File: src/rtl/l1_cache_msi_ctrl.sv
// Direct-mapped L1 data cache with an MSI coherence controller toward the directory.
// One outstanding CPU request; directory snoops are serviced in every controller state.
module l1_cache_msi_ctrl #(
    parameter int ADDR_W  = 8,
    parameter int DATA_W  = 8,
    parameter int INDEX_W = 1
) (
    input  logic              clk,
    input  logic              reset,
    input  logic              cpu_req,
    input  logic              cpu_we,
    input  logic [ADDR_W-1:0] cpu_addr,
    input  logic [DATA_W-1:0] cpu_wdata,
    output logic              cpu_ready,
    output logic              cpu_ack,
    output logic [DATA_W-1:0] cpu_rdata,
    output logic              msg_valid,
    output logic [2:0]        msg_type,
    output logic [ADDR_W-1:0] msg_addr,
    input  logic              fill_valid,
    input  logic [ADDR_W-1:0] fill_addr,
    input  logic [DATA_W-1:0] fill_data,
    input  logic              snp_valid,
    input  logic [2:0]        snp_type,
    input  logic [ADDR_W-1:0] snp_addr,
    output logic              wb_valid,
    output logic [ADDR_W-1:0] wb_addr,
    output logic [DATA_W-1:0] wb_data
);
    localparam int LINES = 2 ** INDEX_W;
    localparam int TAG_W = ADDR_W - INDEX_W;

    localparam logic [1:0] LS_I = 2'b00;
    localparam logic [1:0] LS_S = 2'b10;
    localparam logic [1:0] LS_M = 2'b11;

    localparam logic [2:0] MT_RD  = 3'b100;
    localparam logic [2:0] MT_WR  = 3'b010;
    localparam logic [2:0] MT_INV = 3'b001;

    // WB_HOLD: victim write-back waiting because a snoop write-back owns the wb port
    typedef enum logic [2:0] {IDLE, WB_HOLD, WB, REQ, WAIT, RESP} state_t;

    state_t              state_q, state_d;
    logic [1:0]          lstate_q [LINES];
    logic [1:0]          lstate_d [LINES];
    logic [TAG_W-1:0]    tag_q    [LINES];
    logic [TAG_W-1:0]    tag_d    [LINES];
    logic [DATA_W-1:0]   data_q   [LINES];
    logic [DATA_W-1:0]   data_d   [LINES];

    logic                req_we_q, req_we_d;
    logic [ADDR_W-1:0]   req_addr_q, req_addr_d;
    logic [DATA_W-1:0]   req_wdata_q, req_wdata_d;
    logic [ADDR_W-1:0]   vic_addr_q, vic_addr_d;
    logic [DATA_W-1:0]   vic_data_q, vic_data_d;
    logic                upgrade_q, upgrade_d;

    logic                cpu_ack_q, cpu_ack_d;
    logic [DATA_W-1:0]   cpu_rdata_q, cpu_rdata_d;
    logic                msg_valid_q, msg_valid_d;
    logic [2:0]          msg_type_q, msg_type_d;
    logic [ADDR_W-1:0]   msg_addr_q, msg_addr_d;
    logic                wb_valid_q, wb_valid_d;
    logic [ADDR_W-1:0]   wb_addr_q, wb_addr_d;
    logic [DATA_W-1:0]   wb_data_q, wb_data_d;

    logic [INDEX_W-1:0]  cpu_idx, snp_idx, req_idx;
    logic [TAG_W-1:0]    cpu_tag, snp_tag, req_tag;
    logic                snp_hit, snp_wb, accept, cpu_hit;

    assign cpu_idx = cpu_addr[INDEX_W-1:0];
    assign cpu_tag = cpu_addr[ADDR_W-1:INDEX_W];
    assign snp_idx = snp_addr[INDEX_W-1:0];
    assign snp_tag = snp_addr[ADDR_W-1:INDEX_W];
    assign req_idx = req_addr_q[INDEX_W-1:0];
    assign req_tag = req_addr_q[ADDR_W-1:INDEX_W];

    assign snp_hit = snp_valid && (lstate_q[snp_idx] != LS_I) && (tag_q[snp_idx] == snp_tag);
    assign snp_wb  = snp_hit && (lstate_q[snp_idx] == LS_M) && (snp_type[2] || snp_type[1]);

    // A snoop to the same index takes the array this cycle; the CPU retries next cycle.
    assign cpu_ready = !reset && (state_q == IDLE) && !(snp_valid && (snp_idx == cpu_idx));
    assign accept    = cpu_req && cpu_ready;
    assign cpu_hit   = (lstate_q[cpu_idx] != LS_I) && (tag_q[cpu_idx] == cpu_tag);

    always_comb begin
        state_d     = state_q;
        lstate_d    = lstate_q;
        tag_d       = tag_q;
        data_d      = data_q;
        req_we_d    = req_we_q;
        req_addr_d  = req_addr_q;
        req_wdata_d = req_wdata_q;
        vic_addr_d  = vic_addr_q;
        vic_data_d  = vic_data_q;
        upgrade_d   = upgrade_q;
        cpu_ack_d   = 1'b0;
        cpu_rdata_d = '0;
        msg_valid_d = 1'b0;
        msg_type_d  = '0;
        msg_addr_d  = '0;
        wb_valid_d  = 1'b0;
        wb_addr_d   = '0;
        wb_data_d   = '0;

        if (snp_hit) begin
            if (snp_type[0] || snp_type[1]) lstate_d[snp_idx] = LS_I;
            else if (snp_type[2])           lstate_d[snp_idx] = LS_S;
        end
        if (snp_wb) begin
            wb_valid_d = 1'b1;
            wb_addr_d  = snp_addr;
            wb_data_d  = data_q[snp_idx];
        end

        case (state_q)
            IDLE: begin
                if (accept) begin
                    req_we_d    = cpu_we;
                    req_addr_d  = cpu_addr;
                    req_wdata_d = cpu_wdata;
                    vic_addr_d  = {tag_q[cpu_idx], cpu_idx};
                    vic_data_d  = data_q[cpu_idx];
                    upgrade_d   = 1'b0;
                    if (cpu_hit && (!cpu_we || lstate_q[cpu_idx] == LS_M)) begin
                        if (cpu_we) data_d[cpu_idx] = cpu_wdata;
                        cpu_ack_d   = 1'b1;
                        cpu_rdata_d = cpu_we ? cpu_wdata : data_q[cpu_idx];
                        state_d     = RESP;
                    end else if (cpu_hit) begin
                        data_d[cpu_idx]   = cpu_wdata;
                        lstate_d[cpu_idx] = LS_M;
                        upgrade_d         = 1'b1;
                        msg_valid_d       = 1'b1;
                        msg_type_d        = MT_INV;
                        msg_addr_d        = cpu_addr;
                        state_d           = REQ;
                    end else if (lstate_q[cpu_idx] == LS_M) begin
                        if (snp_wb) begin
                            state_d = WB_HOLD;
                        end else begin
                            wb_valid_d = 1'b1;
                            wb_addr_d  = {tag_q[cpu_idx], cpu_idx};
                            wb_data_d  = data_q[cpu_idx];
                            state_d    = WB;
                        end
                    end else begin
                        msg_valid_d = 1'b1;
                        msg_type_d  = cpu_we ? MT_WR : MT_RD;
                        msg_addr_d  = cpu_addr;
                        state_d     = REQ;
                    end
                end
            end
            WB_HOLD: begin
                if (!snp_wb) begin
                    wb_valid_d = 1'b1;
                    wb_addr_d  = vic_addr_q;
                    wb_data_d  = vic_data_q;
                    state_d    = WB;
                end
            end
            WB: begin
                msg_valid_d = 1'b1;
                msg_type_d  = req_we_q ? MT_WR : MT_RD;
                msg_addr_d  = req_addr_q;
                state_d     = REQ;
            end
            REQ: begin
                if (upgrade_q) begin
                    cpu_ack_d   = 1'b1;
                    cpu_rdata_d = req_wdata_q;
                    state_d     = RESP;
                end else begin
                    state_d = WAIT;
                end
            end
            WAIT: begin
                // Fill is applied after any same-cycle snoop so the new line wins.
                if (fill_valid && (fill_addr == req_addr_q)) begin
                    tag_d[req_idx]    = req_tag;
                    data_d[req_idx]   = req_we_q ? req_wdata_q : fill_data;
                    lstate_d[req_idx] = req_we_q ? LS_M : LS_S;
                    cpu_ack_d         = 1'b1;
                    cpu_rdata_d       = req_we_q ? req_wdata_q : fill_data;
                    state_d           = RESP;
                end
            end
            RESP:    state_d = IDLE;
            default: state_d = IDLE;
        endcase
    end

    always_ff @(posedge clk or posedge reset) begin
        if (reset) begin
            state_q <= IDLE;
            for (int i = 0; i < LINES; i++) begin
                lstate_q[i] <= LS_I;
                tag_q[i]    <= '0;
                data_q[i]   <= '0;
            end
            req_we_q    <= 1'b0;
            req_addr_q  <= '0;
            req_wdata_q <= '0;
            vic_addr_q  <= '0;
            vic_data_q  <= '0;
            upgrade_q   <= 1'b0;
            cpu_ack_q   <= 1'b0;
            cpu_rdata_q <= '0;
            msg_valid_q <= 1'b0;
            msg_type_q  <= '0;
            msg_addr_q  <= '0;
            wb_valid_q  <= 1'b0;
            wb_addr_q   <= '0;
            wb_data_q   <= '0;
        end else begin
            state_q     <= state_d;
            lstate_q    <= lstate_d;
            tag_q       <= tag_d;
            data_q      <= data_d;
            req_we_q    <= req_we_d;
            req_addr_q  <= req_addr_d;
            req_wdata_q <= req_wdata_d;
            vic_addr_q  <= vic_addr_d;
            vic_data_q  <= vic_data_d;
            upgrade_q   <= upgrade_d;
            cpu_ack_q   <= cpu_ack_d;
            cpu_rdata_q <= cpu_rdata_d;
            msg_valid_q <= msg_valid_d;
            msg_type_q  <= msg_type_d;
            msg_addr_q  <= msg_addr_d;
            wb_valid_q  <= wb_valid_d;
            wb_addr_q   <= wb_addr_d;
            wb_data_q   <= wb_data_d;
        end
    end

    assign cpu_ack   = cpu_ack_q;
    assign cpu_rdata = cpu_rdata_q;
    assign msg_valid = msg_valid_q;
    assign msg_type  = msg_type_q;
    assign msg_addr  = msg_addr_q;
    assign wb_valid  = wb_valid_q;
    assign wb_addr   = wb_addr_q;
    assign wb_data   = wb_data_q;

endmodule

File: config.mk
export PLATFORM = sky130hd
export DESIGN_NAME = l1_cache_msi_ctrl
export DESIGN_NICKNAME = d
export VERILOG_FILES = /design/src/rtl/l1_cache_msi_ctrl.sv
export SDC_FILE = /design/constraint.sdc
export NUM_CORES = 1
export LEC_CHECK = 0
export BUFFER_PORTS_ARGS = -buffer_cell sky130_fd_sc_hd__buf_2
export CORE_MARGIN = 2
export CORE_UTILIZATION = 45
export DETAILED_ROUTE_END_ITERATION = 8
export PLACE_DENSITY_LB_ADDON = 0.25
export REMOVE_ABC_BUFFERS = 1
export SYNTH_ARGS = -nofsm -noshare
export SYNTH_HDL_FRONTEND = slang
export SYNTH_SLANG_ARGS = --single-unit
File: constraint.sdc
create_clock -name clk -period 3.3 [get_ports clk]
set_clock_uncertainty 0.1 [all_clocks]
set_input_delay 0.33 -clock clk [delete_from_list [all_inputs] [get_ports clk]]
set_output_delay 0.33 -clock clk [all_outputs]
set_load 0.02 [all_outputs]
Word-level counts from Yosys, hierarchy flattened
Cells that the tools add are included.
Cells by class
  magnitude comparators: 6
  equality and inequality tests: 15
  muxes and demuxes: 112
  bitwise operators: 9
  reduce and logical (&&, ||, !) cells: 28
Operators by type and width (count)
  2-to-1 mux 8 bit: 32
  2-to-1 mux 16 bit: 5
  2-to-1 mux 7 bit: 7
  one-hot mux 8 bit (2 select lines): 3
  2-to-1 mux 3 bit: 12
  bitwise mux 16 bit: 2
  one-hot mux 16 bit (2 select lines): 1
  2-to-1 mux 4 bit: 7
  one-hot mux 8 bit (3 select lines): 1
  2-to-1 mux 2 bit: 10
  2-to-1 mux 1 bit: 18
  demux 8 bit (select 1 bit): 2
  one-hot mux 3 bit (5 select lines): 1
  bitwise mux 14 bit: 1
  == test 7 bit: 2
  logical AND 1 bit: 14
  == test 8 bit: 1
  one-hot mux 4 bit (2 select lines): 1
  demux 7 bit (select 1 bit): 1
  demux 2 bit (select 1 bit): 3
  == test 3 x 2 -> 1 bit, second input constant: 2
  >= comparator 2 bit, second input constant: 3
  < comparator 2 x 1 -> 1 bit, second input constant: 3
  != test 2 bit, second input constant: 3
  other kinds (24): 35
Word-level totals
  register bits: 109
  bits of input ports: 49

Longest topological paths before layout
  word-level depth: 16
  gate-level depth with buffers: 9

Worst setup path after synthesis
OpenSTA, ideal clock, no wires.
  path kind: reg-to-reg
  from: reg req_addr_q[7]
  to: reg data_q[10] (netlist bit)
  arrival: 2.446 ns
  required time: 3.075 ns
  setup slack: 0.630 ns
  stages on the path, launching flop included: 8
  buffers on the path: 1
  cells stage by stage: dfrtp_1 > xnor2_1 > nand3_1 > or4_1 > clkbuf_1 > a21o_1 > a2111oi_4 > mux2_2
On the way
  cells in the longest elaborated chain, start to end: 4
RTL lines
  from (decl): line 53  | logic [ADDR_W-1:0] req_addr_q, req_addr_d;
  from (signal assigned): line 223  | req_addr_q <= req_addr_d;
  == test 8 bit: line 181  | if (fill_valid && (fill_addr == req_addr_q)) begin
  logical AND 1 bit: line 181
  != test 2 bit (no source line)
  AND reduction 5 bit (no source line)
  to (signal assigned): line 221  | data_q <= data_d;
  to (decl): line 49  | logic [DATA_W-1:0] data_q [LINES];
No other way between the ends.
A chain may end at the register's enable or synchronous reset.

Final worst setup path
  from: reg req_addr_q[4]
  to: reg data_q[10] (netlist bit)
The elaborated chain is that of the path after synthesis.

==> impl_metrics.py <==
metrics = {
    "clocking": {
        "cts.root.buffer_cell": "sky130_fd_sc_hd__clkbuf_16",
        "htree_num_levels": 3,
        "tritoncts": "done",
        "cts_resized": 0,
        "cts-buffers-inserted": 9,
        "post_cts.repair.setup_buffers": 0,
        "worst_skew_pair.late_latency_ns": 0.35,
        "cts-root-to-sink-buffers": 2,
        "worst_setup_hold_path_clk_slew_ns": 0.07,
        "cts_num_sinks": 108,
        "cts.hold.buffers_added": 0,
    },
    "worst_setup_path": {
        "cp_num_cells": 6,
        "critical_path_class": "reg2reg",
        "critical_path_required_ns": 3.44,
        "worstReg2RegEnd": "data_q[10]$_DFFE_PP0P_",
        "cp_data_arrival_time_ns": 2.99,
        "timing.critical_path.slowest_stage_cell": "sky130_fd_sc_hd__a2111oi_4",
        "cp.buffers_inverters": 0,
        "worstPathCellList": "xnor2_1 -> nand4_1 -> or4_1 -> a21o_1 -> a2111oi_4 -> mux2_2",
        "setup.reg_to_reg.worst_slack_ns": 0.45,
        "crit_path_end_kind": "flop",
        "reg2reg_from": "req_addr_q[4]$_DFFE_PP0P_",
        "cpLargestDelayFamily": "compound AO/OA/AOI/OAI gates",
        "critPathMaxFanout": 8,
        "critical_path.startpoint_type": "flop",
        "reg2reg_depth": 6,
        "cp_slowest_stage_delay_ns": 0.61,
    },
    "sta": {
        "fmaxAchievable_mhz": 350,
        "final_period_minus_worst_setup_slack_ns": 2.85,
        "setup_viol_count_final": 0,
        "timing.max_slew.rel_slack_pct": 46.2,
        "fin_ws_ns": 0.445,
        "setup_tns_ns": 0,
        "fin_hold_ws_ns": 0.0120,
        "grt_setup_unrepaired": "false",
        "report.final.hold_viol_count": 0,
        "finalMaxSlewViolations": 0,
        "fin_crit_sh_pct": 86.5,
        "worst_slew_pin_slew_ns": 0.804,
    },
    "min_path": {
        "worstHoldPathType": "in2async",
    },
    "synth": {
        "async_set_or_reset_register_ratio_after_synthesis_pct": 100,
        "post_synth.cell_area_avg_um2": 10.3,
        "yosys-top-cells-area": "sky130_fd_sc_hd__dfrtp_1, sky130_fd_sc_hd__mux2_2, sky130_fd_sc_hd__nand2_1, sky130_fd_sc_hd__a22oi_1, sky130_fd_sc_hd__mux2i_1",
        "post_synth_edffs": 0,
        "synth_warnings": 0,
        "synth-seq-cells": 108,
        "synth.top_cell.area_share_pct": 49.3,
        "yosys.cell_types.count": 53,
        "post_synth_inst_count": 534,
        "yosys.area.top_type": "sky130_fd_sc_hd__dfrtp_1",
        "yosysSeqAreaShare_pct": 49.3,
        "syn-cell-area_um2": 5480,
        "ys.flop_type": "sky130_fd_sc_hd__dfrtp_1",
    },
    "floorplan": {
        "io_pins": 88,
        "fp.dieW_um": 114,
        "chipHeight_um": 114,
        "num_rows": 40,
        "die_area_um2": 13100,
        "initial_core_util_pct": 45.8,
        "coreArea_um2": 12000,
    },
    "grt": {
        "grt_first_pass_wirelength_mm": 23.7,
        "largest_net_degree_at_the_start_of_global_routing": 56,
        "antenna_found_initial": 0,
        "grt_usage_pct": 23.9,
        "total_gr_overflow": 0,
        "grt_pass1_vias": 4405,
    },
    "drt": {
        "vias_per_cell": 5.73,
        "routed_wire_length_per_instance_um": 19.1,
        "ant_nets": 0,
        "drc_errors_left": 0,
        "drt_iter0_markers": 287,
        "detailroute.via_count": 4414,
        "route.final.wire_length_mm": 14.7,
        "dr.pass1.iters": 5,
    },
    "layout": {
        "final_cell_count_no_fill": 771,
        "post_route_cells_drive_above_1_share_pct": 25.8,
        "final_cell_mix": "sky130_fd_sc_hd__dfrtp_1, sky130_fd_sc_hd__buf_2, sky130_fd_sc_hd__nand2_1",
        "register_area_um2": 2700,
        "areaGrowthSynthToFinish_pct": 18.0,
        "inserted_diodes": 0,
        "final.fill_count": 1073,
        "multi_input_comb_area_um2": 2580,
        "finish.net_count": 668,
        "most_common_cell_after_layout_fill_and_taps_aside": "sky130_fd_sc_hd__dfrtp_1",
    },
    "run": {
        "max_cap_violations": 0,
    },
    "pwr": {
        "vdd.ir_drop.worst_mv": 0.364,
        "p_leak_uw": 0.00311,
        "power_per_cell_area_nw_per_um2": 684,
    },
    "place": {
        "port_buffers": 87,
        "gp_congestion": 0.860,
        "hpwl_mm": 10.3,
        "dpl_worst_slack_ns": 0.299,
        "dpl.cell_count": 755,
    },
    "status": {
        "outcome": "completed",
    },
}
==> layer usage <==
layer  routed length [um]  vias to the layer above  GRT usage [%]
met5                    0                        -              0
met2                 7200                      156           39.2
li1                     -                     2081              -
met3                  854                       28           5.88
met1                 6300                     2149           31.0
met4                  376                        0           8.86
==> metrics by stage <==
| stage | total power [uW] | cell area (um2) | util (%) |
|---|---|---|---|
| 6_report | 4420 | 6460 | 54.0 |
| 5_1_grt | 4670 | 6460 | 54.0 |
| 4_1_cts | 4440 | 6460 | 54.0 |
| 3_5_place_dp | 3210 | 6130 | 51.2 |
| 3_3_place_gp | 3170 | 6130 | 51.2 |
| 2_1_floorplan | 2730 | 5340 | - |
==> synth_stat cells (9+ instances only) <==
master	count
sky130_fd_sc_hd__nand2b_1	9
sky130_fd_sc_hd__o21ai_0	26
sky130_fd_sc_hd__xnor2_1	20
sky130_fd_sc_hd__nor2_1	29
sky130_fd_sc_hd__nand3_1	9
sky130_fd_sc_hd__nand2_1	77
sky130_fd_sc_hd__inv_1	15
sky130_fd_sc_hd__dfrtp_1	108
sky130_fd_sc_hd__mux2i_1	19
sky130_fd_sc_hd__o2bb2ai_1	9
sky130_fd_sc_hd__a22o_1	9
sky130_fd_sc_hd__clkbuf_1	23
sky130_fd_sc_hd__mux2_2	30
sky130_fd_sc_hd__a22oi_1	27
sky130_fd_sc_hd__a211oi_1	10
sky130_fd_sc_hd__a21oi_1	19
sky130_fd_sc_hd__a31oi_1	9
sky130_fd_sc_hd__and2_1	9
==> sequential cells by signal, indices dropped and copies added (netlist names), 3 cells and up <==
signal	cells
vic_addr_q	7
cpu_rdata	8
msg_addr	8
req_wdata_q	8
state_q	3
wb_addr	8
lstate_q	4
tag_q	14
data_q	16
msg_type	3
vic_data_q	8
wb_data	8
req_addr_q	8
==> worst reg2reg max path: stages (launching register included) <==
cell	delay, ns
sky130_fd_sc_hd__dfrtp_1	0.43
sky130_fd_sc_hd__xnor2_1	0.24
sky130_fd_sc_hd__nand4_1	0.20
sky130_fd_sc_hd__or4_1	0.50
sky130_fd_sc_hd__a21o_1	0.26
sky130_fd_sc_hd__a2111oi_4	0.61
sky130_fd_sc_hd__mux2_2	0.40
==> worst max-delay path by stage <==
stage                              start                      to  slack (ns)
6_report       req_addr_q[4]$_DFFE_PP0P_  data_q[10]$_DFFE_PP0P_        0.45
2_1_floorplan     state_q[2]$_DFFE_PP0P_    wb_addr[1]$_DFF_PP0_       -0.57
3_3_place_gp                 cpu_addr[0]  data_q[11]$_DFFE_PP0P_        0.34
3_5_place_dp                 cpu_addr[0]  data_q[15]$_DFFE_PP0P_        0.30
5_1_grt        req_addr_q[4]$_DFFE_PP0P_  data_q[15]$_DFFE_PP0P_        0.22
4_1_cts        req_addr_q[4]$_DFFE_PP0P_   data_q[9]$_DFFE_PP0P_        0.44
==> report_power, final <==
group	total, uW	internal [uW]	switching (uW)
logic	1260	519	742
clock network	1220	740	478
registers	1940	1650	294
total	4420	2900	1510
==> cell type report <==
type	instances	share of cell area, %
clock buffers	11	3.60
repair buffers	105	9.22
clock inverters	5	1.55
well taps	147	2.85
multi-input cells	379	40.0
inverters	16	0.968
flip-flops and latches	108	41.8
==> kinds of logic after synthesis <==
family	count (synthesis)	share of synthesized area, %
DFF	108	49.3
muxes	52	10.4
and+or+nand+nor	163	14.5
xor gates and xnor gates	23	3.68
AOI/OAI and AO/OA	141	18.5
buffers and inverters	47	3.59
No activity file was read; power rests on OpenSTA's default activity.
